### src/rtl/tour_cmd_sequencer_if.sv
// ---------------------------------------------------------------------------
// tour_cmd_sequencer_if
// Link between the command sequencer and the RemoteComm transmitter.
//   cmd      : 16-bit Knight command presented to RemoteComm
//   snd_cmd  : one-cycle send strobe
//   cmd_snt  : RemoteComm finished shifting out both command bytes
//   resp_rdy : one-cycle pulse, resp is valid
//   resp     : response byte returned by the Knight
// master = sequencer side, slave = RemoteComm side.
// ---------------------------------------------------------------------------
interface tour_cmd_sequencer_if;
  logic [15:0] cmd;
  logic        snd_cmd;
  logic        cmd_snt;
  logic        resp_rdy;
  logic [7:0]  resp;

  modport master (
    output cmd,
    output snd_cmd,
    input  cmd_snt,
    input  resp_rdy,
    input  resp
  );

  modport slave (
    input  cmd,
    input  snd_cmd,
    output cmd_snt,
    output resp_rdy,
    output resp
  );
endinterface

### src/rtl/tour_cmd_sequencer.sv
// ---------------------------------------------------------------------------
// tour_cmd_sequencer
// Buffers a list of 16-bit Knight commands and replays them one at a time to
// RemoteComm, waiting for the acknowledge byte after each command.
// Ports:
//   clk, rst        : clock, synchronous active-high reset
//   wr_en, wr_cmd   : push a command into the circular queue
//   start           : begin draining the queue (IDLE only)
//   abort           : stop the sequence and flush the queue (not in IDLE)
//   link (master)   : cmd/snd_cmd out, cmd_snt/resp_rdy/resp in
//   busy            : sequence in progress (ISSUE, WAIT_SNT, WAIT_RESP)
//   done            : one-cycle pulse after the last command is acknowledged
//   err, err_code   : sticky error; 1 = NAK, 2 = timeout, 3 = overflow
//   count           : commands acknowledged in the current sequence
//   level           : queue occupancy
// ---------------------------------------------------------------------------
module tour_cmd_sequencer #(
  parameter int         DEPTH = 32,
  parameter logic [7:0] ACK   = 8'hA5,
  parameter int         TMO_W = 26
) (
  input  logic                     clk,
  input  logic                     rst,
  input  logic                     wr_en,
  input  logic [15:0]              wr_cmd,
  input  logic                     start,
  input  logic                     abort,
  tour_cmd_sequencer_if.master     link,
  output logic                     busy,
  output logic                     done,
  output logic                     err,
  output logic [1:0]               err_code,
  output logic [7:0]               count,
  output logic [$clog2(DEPTH):0]   level
);
  localparam int PTR_W = $clog2(DEPTH);
  localparam int LVL_W = PTR_W + 1;

  typedef enum logic [2:0] {
    S_IDLE, S_ISSUE, S_WAIT_SNT, S_WAIT_RESP, S_DONE
  } state_t;

  state_t             state_q, state_d;
  logic [15:0]        cmd_q, cmd_d;
  logic               snd_q, snd_d;
  logic               busy_q, busy_d;
  logic               done_q, done_d;
  logic               err_q, err_d;
  logic [1:0]         code_q, code_d;
  logic [7:0]         count_q, count_d;
  logic [LVL_W-1:0]   level_q, level_d;
  logic [PTR_W-1:0]   rd_ptr_q, rd_ptr_d;
  logic [PTR_W-1:0]   wr_ptr_q, wr_ptr_d;
  logic [TMO_W-1:0]   tmo_q, tmo_d;
  logic               snt_prev_q, snt_prev_d;

  // Queue storage carries data only, so it is not reset.
  logic [15:0]        fifo_mem [DEPTH];

  logic               full, push, pop, flush, snt_rise;
  logic [TMO_W-1:0]   tmo_nxt;

  always_comb begin
    state_d    = state_q;
    cmd_d      = cmd_q;
    snd_d      = 1'b0;
    done_d     = 1'b0;
    err_d      = err_q;
    code_d     = code_q;
    count_d    = count_q;
    tmo_d      = tmo_q;
    pop        = 1'b0;
    flush      = 1'b0;
    snt_prev_d = link.cmd_snt;
    full       = (level_q == LVL_W'(DEPTH));
    // Edge detect: a cmd_snt level already high on entry is not a new event.
    snt_rise   = link.cmd_snt & ~snt_prev_q;
    tmo_nxt    = tmo_q + TMO_W'(1);

    case (state_q)
      S_IDLE: begin
        if (start) begin
          err_d  = 1'b0;
          code_d = 2'd0;
          if (level_q != '0) begin
            count_d = '0;
            state_d = S_ISSUE;
          end else begin
            done_d = 1'b1;
          end
        end
      end
      S_ISSUE: begin
        pop     = 1'b1;
        cmd_d   = fifo_mem[rd_ptr_q];
        snd_d   = 1'b1;
        tmo_d   = '0;
        state_d = S_WAIT_SNT;
      end
      S_WAIT_SNT: begin
        tmo_d = '0;
        if (snt_rise) state_d = S_WAIT_RESP;
      end
      S_WAIT_RESP: begin
        tmo_d = tmo_nxt;
        if (link.resp_rdy) begin
          if (link.resp == ACK) begin
            if (count_q != 8'hFF) count_d = count_q + 8'd1;
            state_d = (level_q != '0) ? S_ISSUE : S_DONE;
          end else begin
            err_d   = 1'b1;
            code_d  = 2'd1;
            state_d = S_IDLE;
          end
        end else if (tmo_nxt == '1) begin
          // Counter reaches all-ones on the same edge the timeout is taken.
          err_d   = 1'b1;
          code_d  = 2'd2;
          state_d = S_IDLE;
        end
      end
      S_DONE: state_d = S_IDLE;
      default: state_d = S_IDLE;
    endcase

    // Abort overrides every transition above, including any error or count
    // update from the same cycle.
    if (abort && (state_q != S_IDLE)) begin
      state_d = S_IDLE;
      flush   = 1'b1;
      pop     = 1'b0;
      snd_d   = 1'b0;
      cmd_d   = cmd_q;
      err_d   = err_q;
      code_d  = code_q;
      count_d = count_q;
      tmo_d   = '0;
    end

    if (state_d == S_DONE) done_d = 1'b1;

    push = wr_en & ~full & ~flush;
    if (wr_en && full && !flush) begin
      err_d  = 1'b1;
      code_d = 2'd3;
    end

    if (flush) begin
      level_d  = '0;
      rd_ptr_d = '0;
      wr_ptr_d = '0;
    end else begin
      rd_ptr_d = pop  ? rd_ptr_q + PTR_W'(1) : rd_ptr_q;
      wr_ptr_d = push ? wr_ptr_q + PTR_W'(1) : wr_ptr_q;
      case ({push, pop})
        2'b10:   level_d = level_q + LVL_W'(1);
        2'b01:   level_d = level_q - LVL_W'(1);
        default: level_d = level_q;
      endcase
    end

    busy_d = (state_d == S_ISSUE) || (state_d == S_WAIT_SNT) ||
             (state_d == S_WAIT_RESP);
  end

  always_ff @(posedge clk) begin
    if (rst) begin
      state_q    <= S_IDLE;
      cmd_q      <= '0;
      snd_q      <= 1'b0;
      busy_q     <= 1'b0;
      done_q     <= 1'b0;
      err_q      <= 1'b0;
      code_q     <= 2'd0;
      count_q    <= '0;
      level_q    <= '0;
      rd_ptr_q   <= '0;
      wr_ptr_q   <= '0;
      tmo_q      <= '0;
      snt_prev_q <= 1'b0;
    end else begin
      state_q    <= state_d;
      cmd_q      <= cmd_d;
      snd_q      <= snd_d;
      busy_q     <= busy_d;
      done_q     <= done_d;
      err_q      <= err_d;
      code_q     <= code_d;
      count_q    <= count_d;
      level_q    <= level_d;
      rd_ptr_q   <= rd_ptr_d;
      wr_ptr_q   <= wr_ptr_d;
      tmo_q      <= tmo_d;
      snt_prev_q <= snt_prev_d;
    end
  end

  always_ff @(posedge clk) begin
    if (push) fifo_mem[wr_ptr_q] <= wr_cmd;
  end

  assign link.cmd     = cmd_q;
  assign link.snd_cmd = snd_q;
  assign busy         = busy_q;
  assign done         = done_q;
  assign err          = err_q;
  assign err_code     = code_q;
  assign count        = count_q;
  assign level        = level_q;
endmodule

### src/flat_wrapper.sv
// flat-port wrapper written by rule: the top's interface ports become plain ports
module tour_cmd_sequencer_flat 
#(
  parameter int         DEPTH = 32,
  parameter logic [7:0] ACK   = 8'hA5,
  parameter int         TMO_W = 26
)
  (clk, rst, wr_en, wr_cmd, start, abort, busy, done, err, err_code, count, level, link_cmd, link_snd_cmd, link_cmd_snt, link_resp_rdy, link_resp);
  tour_cmd_sequencer_if link_i ();
  input  logic clk;
  input  logic rst;
  input  logic wr_en;
  input  logic [15:0] wr_cmd;
  input  logic start;
  input  logic abort;
  output logic busy;
  output logic done;
  output logic err;
  output logic [1:0] err_code;
  output logic [7:0] count;
  output logic [$clog2(DEPTH):0] level;
  output wire logic [$bits(link_i.cmd)-1:0] link_cmd;
  output wire logic [$bits(link_i.snd_cmd)-1:0] link_snd_cmd;
  input wire logic [$bits(link_i.cmd_snt)-1:0] link_cmd_snt;
  input wire logic [$bits(link_i.resp_rdy)-1:0] link_resp_rdy;
  input wire logic [$bits(link_i.resp)-1:0] link_resp;
  assign link_cmd = link_i.cmd;
  assign link_snd_cmd = link_i.snd_cmd;
  assign link_i.cmd_snt = link_cmd_snt;
  assign link_i.resp_rdy = link_resp_rdy;
  assign link_i.resp = link_resp;
  tour_cmd_sequencer #(.DEPTH(DEPTH), .ACK(ACK), .TMO_W(TMO_W)) u_core (.clk(clk), .rst(rst), .wr_en(wr_en), .wr_cmd(wr_cmd), .start(start), .abort(abort), .link(link_i), .busy(busy), .done(done), .err(err), .err_code(err_code), .count(count), .level(level));
endmodule
### config.mk
export PLATFORM = sky130hd
export DESIGN_NAME = tour_cmd_sequencer_flat
export DESIGN_NICKNAME = d
export VERILOG_FILES = /design/src/rtl/tour_cmd_sequencer_if.sv /design/src/rtl/tour_cmd_sequencer.sv /design/src/flat_wrapper.sv
export SDC_FILE = /design/constraint.sdc
export NUM_CORES = 1
export LEC_CHECK = 0
export CAP_MARGIN = 10
export CORE_ASPECT_RATIO = 0.9
export CORE_UTILIZATION = 55
export DETAILED_ROUTE_END_ITERATION = 6
export PLACE_DENSITY = 0.72
export SYNTH_ARGS = -nofsm -noshare
export SYNTH_HDL_FRONTEND = slang
export SYNTH_SLANG_ARGS = --single-unit
### constraint.sdc
create_clock -name clk -period 3.92 [get_ports clk]
set_input_delay 0.588 -clock clk [delete_from_list [all_inputs] [get_ports clk]]
set_output_delay 0.588 -clock clk [all_outputs]
set_load 0.03 [all_outputs]
Yosys cells after proc, flatten, opt, wreduce, memory -nomap -nowiden
Memories as Yosys holds them, arrays and structs flattened. A register that Yosys moved wholly into a read port is not among the register bits.
Cells that the tools add are included.
Cells by class
  add/sub/neg operators: 6
  $mul: 0
  div/mod/pow operators: 0
  $lt $le $gt $ge: 0
  eq/ne operators: 22
  shifts and indexed selects: 0
  multiplexer cells: 40
  bitwise logic cells: 7
  reductions and logical operators: 19
Operators with widths (count)
  26-bit one-hot mux with 2 select lines: 1
  8-bit 2-to-1 mux: 5
  26-bit by 1-bit adder with 26-bit output, second input constant: 1
  26-bit equality test, second input constant: 1
  3-bit 2-to-1 mux: 8
  8-bit one-hot mux with 2 select lines: 1
  1-bit 2-to-1 mux: 15
  3-bit by 2-bit equality test with 1-bit output, second input constant: 4
  2-bit 2-to-1 mux: 6
  3-bit one-hot mux with 4 select lines: 1
  6-bit one-hot mux with 2 select lines: 1
  5-bit by 1-bit adder with 5-bit output, second input constant: 2
  8-bit by 1-bit adder with 8-bit output, second input constant: 1
  8-bit equality test, second input constant: 1
  8-bit != test, second input constant: 1
  7-bit AND reduction: 1
  6-bit by 1-bit adder with 6-bit output, second input constant: 1
  3-bit by 1-bit equality test with 1-bit output, second input constant: 2
  6-bit equality test, second input constant: 1
  2-bit by 1-bit != test with 1-bit output, second input constant: 3
  2-bit != test, second input constant: 3
  2-bit nonzero test: 3
  3-bit nonzero test: 2
  6-bit nonzero test: 1
  18 further kinds: 28
Word-level totals
  bits in registers: 60
  latch bits: 0
  RAM bits: 512
  bits in read-only memories: 0
  input port bits: 31
  output and inout port bits: 36
  word-level logic and storage cells: 107
  memories: 1
Memory list
  u_core.fifo_mem: depth 32, bits a word 16, rd ports 1, clocked after Yosys merged registers in 1, wr ports 1, line tour_cmd_sequencer.sv:58  | logic [15:0] fifo_mem [DEPTH];

Depth between registers and ports, before layout
Gate-level depths: netlist of run 1.
  depth after elaboration: 9
  depth in mapped cells: 15
  depth with buffers taken out: 14

Worst setup path before layout of run 1
No wires, ideal clock.
  path kind: reg-to-reg
  from: reg u_core.state_q[0]
  to: reg u_core.level_q[5] (netlist: u_core.level[5])
  library setup time: 0.070 ns
  data arrival time: 3.247 ns
  data required time: 3.850 ns
  path slack: 0.603 ns
  stages on the path, launching flop included: 15
  buffers on the path: 3
  clock period less this slack: 3.317 ns
  cell sequence: dfxtp_1 -> clkbuf_1 -> nor2b_1 -> nor3b_1 -> clkbuf_1 -> clkbuf_1 -> ha_1 -> ha_1 -> a21o_1 -> a21oi_1 -> o21bai_1 -> a21oi_1 -> xnor2_1 -> or3_1 -> a21oi_1
On the way
  elaborated cells on any way between the ends: 13
  those cells by class: eq/ne: 3; mux: 4; bitwise: 2; reduce/logical: 4
RTL lines
  start, declared: line tour_cmd_sequencer.sv:43  | state_t state_q, state_d;
  start signal, assigned: line tour_cmd_sequencer.sv:182  | state_q <= state_d;
  3-bit by 1-bit equality test with 1-bit output / 3-bit nonzero test (equally long branches): line tour_cmd_sequencer.sv:80, tour_cmd_sequencer.sv:128
  1-bit 2-to-1 mux / 1-bit logical AND (equally long branches): line tour_cmd_sequencer.sv:80, tour_cmd_sequencer.sv:128
  1-bit 2-to-1 mux *: line tour_cmd_sequencer.sv:128  | if (abort && (state_q != S_IDLE)) begin
  named net u_core.pop: line tour_cmd_sequencer.sv:60  | logic full, push, pop, flush, snt_rise;
  2-bit by 1-bit equality test with 1-bit output / 2-bit equality test (equally long branches): line tour_cmd_sequencer.sv:155  | case ({push, pop})
  6-bit one-hot mux with 2 select lines / 2-bit nonzero test (equally long branches)
  end signal, assigned: line tour_cmd_sequencer.sv:190  | level_q <= level_d;
  end, declared: line tour_cmd_sequencer.sv:51  | logic [LVL_W-1:0] level_q, level_d;
The timed path passes the listed nets; every way through them passes the cells marked *.
A chain may end at the register's enable or synchronous reset.

Final worst setup path of run 1
  from: reg u_core.level_q[0] (netlist: u_core.level[0])
  to: reg u_core.level_q[5] (netlist: u_core.level[5])
On the way
  longest elaborated chain between the ends: 6
  elaborated cells on any way between the ends: 10
  those cells by class: add/sub: 2; eq/ne: 3; mux: 1; bitwise: 3; reduce/logical: 1
RTL lines
  6-bit equality test: line tour_cmd_sequencer.sv:75  | full = (level_q == LVL_W'(DEPTH));
  1-bit inverter: line tour_cmd_sequencer.sv:142  | push = wr_en & ~full & ~flush;
  1-bit AND (2 in series): line tour_cmd_sequencer.sv:142
  2-bit by 1-bit equality test with 1-bit output / 2-bit equality test (equally long branches): line tour_cmd_sequencer.sv:155
  6-bit one-hot mux with 2 select lines / 2-bit nonzero test (equally long branches)
Several ways; a longest one is shown, not always the timed one.

==> results.toml, run 1 <==
[cts]
root_buffer = "clkbuf_16"
h-tree-depth = 2
clock_path_buffers = 3
cts_buffers = 55
cts_resized = 0
path_clk_slew_ns = 0.06
cts_setup_buffers = 0
hold_buffers = 0
clk_latency_ns = 0.62
cts.sinks = 588
cts_tree = "built"

[synthesis]
yosysSeqAreaShare = 0.715
ys_ff_latch = 588
synth_nets = 1328
muxShareOfSynthArea = 0.160
synth.distinct_cells = 71
syn_inst = 1283
syn_area_per_cell_um2 = 18.4
syn_area_um2 = 23600
synth_compound_area_frac = 0.0349
synth_xor_area_frac = 0.00889
async_flop_share = 0
synthTopCellsByArea = "edfxtp_1 65%, mux4_2 15%, dfxtp_1 6.4%"
synth_top_family_by_area = "multiplexers"
synthAdderAreaFrac = 0.00773
synth_top_cell_area_share = 0.650
yosys.area_share.simple = 0.0556
ys.flop_type = "edfxtp_1"
yosysWarningCount = 0
synth_area_leader_cell = "edfxtp_1"
synth-edff-count = 512

[routing]
wl_per_cell_um = 26.3
viasPerCell = 6.24
via_count = 12400
totalWireLength_um = 52200
drc = 8
antenna_left = 0
drt-initial-drc-count = 1312
firstDrtPassIters = 7

[worst_setup_path]
cp.arrival_ns = 3.66
cpMostUsedCell = "a21oi_1"
end_kind = "flip-flop"
cp-start-kind = "flip-flop"
crit_required_ns = 4.45
crit_path_max_incr_delay_ns = 0.61
critPathSlowestCell = "or4_1"
crit_fanout = 5
cp_cell_sequence = "or4_1, nor2_1, a21oi_1, inv_1, ha_1, ha_1, a21o_1, a21oi_1, o21bai_1, a21oi_1, xnor2_1, or3_1, a21oi_1"
critPathKind = "flip-flop to flip-flop"

[placement]
place.gp.congestion = 0.874
place_area_um2 = 25300
pre_cts_ws_ns = 0.551
portBuffers = 66
dp_hpwl_um = 31100

[global_routing]
grt_pass1_vias = 12200
track_usage = 0.245
overflow = 0
antenna_found_initial = 1
grt_pass1_wl_um = 77400
grt_max_degree = 52

[timing]
fmax_mhz = 319
hold_viol_final = 0
setup_tns_ns = 0
setup-violations-final = 0
min_period_ns = 3.13
rsz0062_at_grt = "no"
post-route-period-util = 0.799
max_slew_margin = 0.152
maxSlewViolCount = 0
timing.hold.ws_ns = 0.497
layout_setup_ws_ns = 0.787
worst_pin_slew_ns = 1.27
final.setup_skew_ns = 0.0303

[finish]
layout_common_cells = "512 x edfxtp_1, 160 x mux4_2, 84 x nor2_1"
syn_to_final_growth_pct = 14.6
n_antenna_cell = 0
fin_area_um2 = 27100
nNetsFinal = 1439
final_common_cell = "edfxtp_1"
drive_above_1_share = 0.251

[floorplan]
die_y_um = 199
placementRows = 71
dieArea_um2 = 43800
die_w_um = 221
io_pins = 67
core_area_um2 = 42100
initial_core_util = 0.562

[pwr]
power.leakage_uw = 0.00833
power_density_nw_per_um2 = 514
ir_worst_vdd_uv = 374

[outcome]
failed_checks = "design-rule violations"
status = "finished, violations left"

[hold_path]
min_path_type = "flip-flop to flip-flop"

[run]
maxCapViolCount = 0
## path summary, 6_finish.rpt
path | cells past startpoint | slack [ns] | end | start
worst max-delay path | 13 | 0.79 | u_core.level[5]$_SDFFE_PP0P_ | u_core.level[0]$_SDFFE_PP0P_
worst min-delay path | 2 | 0.50 | u_core.link.cmd[14]$_SDFFE_PP0P_ | u_core.link.cmd[14]$_SDFFE_PP0P_
worst max register to register | 13 | 0.79 | u_core.level[5]$_SDFFE_PP0P_ | u_core.level[0]$_SDFFE_PP0P_
worst min register to register | 2 | 0.50 | u_core.link.cmd[14]$_SDFFE_PP0P_ | u_core.link.cmd[14]$_SDFFE_PP0P_
## area by class of cell
type / count / area [um2]
Tap cell: 547 / 684
Sequential cell: 588 / 16900
Fill cell: 2870 / 15000
Inverter: 17 / 63.8
Multi-Input combinational cell: 601 / 6410
Clock inverter: 27 / 267
Timing Repair Buffer: 131 / 1300
Clock buffer: 72 / 1460
## critical path: cells and delay by family, from the launching register on
kind	cells	cell delay [ns]
adder cells (fa/ha/maj)	2	0.52
AND/OR/NAND/NOR	3	1.11
AO/OA/AOI/OAI	6	0.94
XOR/XNOR	1	0.09
buffers and inverters	1	0.08
flip-flops	1	0.35
## synth_stat cells, types with 7 or more instances
master / count
edfxtp_1: 512
nand4_1: 11
a31oi_1: 7
xnor2_1: 15
mux2i_1: 19
buf_1: 9
dfxtp_1: 76
o21ai_0: 18
nor3_1: 16
a311oi_1: 7
clkbuf_1: 49
inv_1: 17
mux4_2: 160
ha_1: 13
xor2_1: 9
a21oi_1: 34
nand2_1: 38
a211oi_1: 21
nand3_1: 12
buf_2: 13
and2_1: 7
nor2_1: 116
## sequential cells by signal (all words and copies together) (netlist names)
signal / count
u_core.busy: 1
u_core.count: 8
u_core.done: 1
u_core.err: 1
u_core.err_code: 2
u_core.fifo_mem: 512
u_core.level: 6
u_core.link.cmd: 16
u_core.link.snd_cmd: 1
u_core.rd_ptr_q: 5
u_core.snt_prev_q: 1
u_core.state_q: 3
u_core.tmo_q: 26
u_core.wr_ptr_q: 5
## stage by stage
stage | cells | power (uW) | utilization
after floorplan | 1283 | 8270 | -
after global placement | 1882 | 8870 | 0.601
after detailed placement | 1882 | 8910 | 0.601
after CTS | 1981 | 14000 | 0.642
after global routing | 1983 | 14400 | 0.643
final | 1983 | 13900 | 0.643
## routing by layer
metal,vias up,share of wire,track usage,routed length [um]
met2,480,0.49,0.394,25600
met5,-,0,0,0
met1,6425,0.42,0.355,22100
li1,5399,-,-,-
met4,0,0.021,0.0571,1110
met3,73,0.066,0.0393,3460
## report_power, final
part | internal, uW | switching (uW)
logic | 715 | 963
clock network | 2890 | 2270
registers | 6980 | 113
total | 10600 | 3340
## cell families (layout without fill, tap and decap cells)
kind of cell    count (synthesis)  in the layout
buf+inv                        94            247
xor+xnor                       24             24
flops                         588            588
simple gates                  260            260
fa+ha+maj                      14             14
mux                           179            179
compound gates                124            124
Note: power is estimated with default switching activity, not from simulation.
==> run 2, diff against run 1 <==
==> constraint.sdc (replaced) <==
create_clock -name clk -period 3.2 [get_ports clk]
set_input_delay 0.48 -clock clk [delete_from_list [all_inputs] [get_ports clk]]
set_output_delay 0.48 -clock clk [all_outputs]
set_load 0.03 [all_outputs]
==> results.toml, run 2 (synthesis results as in run 1) <==
[worst_setup_path]
cp-start-kind = "flip-flop"
end_kind = "flip-flop"
crit_fanout = 5
cp.arrival_ns = 3.46
crit_required_ns = 3.71
critPathKind = "flip-flop to flip-flop"

[placement]
portBuffers = 66
dp_cells = 1891
place.gp.congestion = 0.821
dp_hpwl_um = 29600

[cts]
cts_resized = 0
path_clk_slew_ns = 0.06
cts_setup_buffers = 0
root_buffer = "clkbuf_16"
cts_buffers = 55
h-tree-depth = 2
clk_latency_ns = 0.60
clock_path_buffers = 3
cts.sinks = 588
cts_tree = "built"
hold_buffers = 0

[routing]
via_count = 12300
wl_per_cell_um = 25.5
drc = 9
viasPerCell = 6.18
totalWireLength_um = 50900
firstDrtPassIters = 7
drt-initial-drc-count = 1397
antenna_left = 0

[global_routing]
grt_pass1_vias = 12200
grt_pass1_wl_um = 75500
overflow = 0
grt_max_degree = 66
antenna_found_initial = 5
track_usage = 0.239

[floorplan]
core_area_um2 = 42100
initial_core_util = 0.562
die_w_um = 221
placementRows = 71
dieArea_um2 = 43800
io_pins = 67
die_y_um = 199

[pwr]
total_power_uw = 17600
power_density_nw_per_um2 = 644
ir_worst_vdd_uv = 507
power.leakage_uw = 0.00843

[timing]
maxSlewViolCount = 0
worst_pin_slew_ns = 1.14
hold_viol_final = 0
post-route-period-util = 0.923
final.setup_skew_ns = 0.0292
setup_tns_ns = 0
min_period_ns = 2.95
rsz0062_at_grt = "no"
max_slew_margin = 0.236
setup-violations-final = 0
fmax_mhz = 339

[finish]
stdcell_count = 1993
nNetsFinal = 1446
largest_reg_flops = 512
syn_to_final_growth_pct = 15.4
regMostFlops = "u_core.fifo_mem"
final_common_cell = "edfxtp_1"
drive_above_1_share = 0.259
layout_common_cells = "512 x edfxtp_1, 160 x mux4_2, 84 x nor2_1"
n_antenna_cell = 0

[hold_path]
min_path_type = "flip-flop to flip-flop"

[run]
maxCapViolCount = 0

[outcome]
failed_checks = "design-rule violations"
status = "finished, violations left"
==> run 2: cell count changes in the layout (fill, tap and decap cells not counted), sizes merged <==
cell | previous run | this run
buf | 64 | 72
bufinv | 4 | 10
clkbuf | 73 | 69
clkinv | 21 | 19
clkinvlp | 1 | 2
inv | 18 | 19
==> run 2: final cells by class <==
class	instances	area, um2
inverters	17	63.8
well taps	547	684
fillers	2821	14800
repair buffers	138	1290
clock inverters	33	460
flip-flops and latches	588	16900
clock buffers	69	1460
multi-input cells	601	6410
==> run 2: per-layer routing <==
metal	share of wire	GRT usage	up-vias
li1	-	-	5423
met1	0.41	0.331	6340
met2	0.49	0.392	467
met3	0.076	0.0463	74
met4	0.020	0.0606	10
met5	0.0014	0	-
==> run 2: worst max-delay path, stage by stage, from the launching register on <==
cell and delay (ns):
dfxtp_1 0.35, or4_1 0.59, nor2_1 0.20, a21oi_1 0.13, inv_1 0.08, ha_1 0.17
ha_1 0.24, a21o_1 0.17, a21oi_1 0.17, o21bai_1 0.08, a21oi_1 0.17, xnor2_1 0.09
or3_1 0.30, a21oi_1 0.13
==> run 2: power breakdown <==
| group | internal, uW | switching, uW | leakage, uW |
|---|---|---|---|
| sequential | 8550 | 112 | 0.00523 |
| combinational | 882 | 1180 | 0.00227 |
| clock | 4060 | 2790 | 0.000932 |
==> run 2: per-stage QoR <==
step	hold WS [ns]	area [um2]	worst slack, ns	util
final	0.497	27300	0.246	0.648
after global routing	0.516	27300	0.0204	0.648
after CTS	0.498	27300	0.238	0.648
after detailed placement	0.490	25400	0.0324	0.602
after global placement	0.484	25400	0.0670	0.602
after floorplan	0.467	23600	0.0790	-
==> run 2: worst paths after layout <==
check                           depth (start not counted)  slack, ns                             from                         endpoint
worst max-delay path                                   13       0.25     u_core.level[1]$_SDFFE_PP0P_     u_core.level[5]$_SDFFE_PP0P_
worst min-delay path                                    2       0.50  u_core.link.cmd[0]$_SDFFE_PP0P_  u_core.link.cmd[0]$_SDFFE_PP0P_
worst max register to register                         13       0.25     u_core.level[1]$_SDFFE_PP0P_     u_core.level[5]$_SDFFE_PP0P_
worst min register to register                          2       0.50  u_core.link.cmd[0]$_SDFFE_PP0P_  u_core.link.cmd[0]$_SDFFE_PP0P_
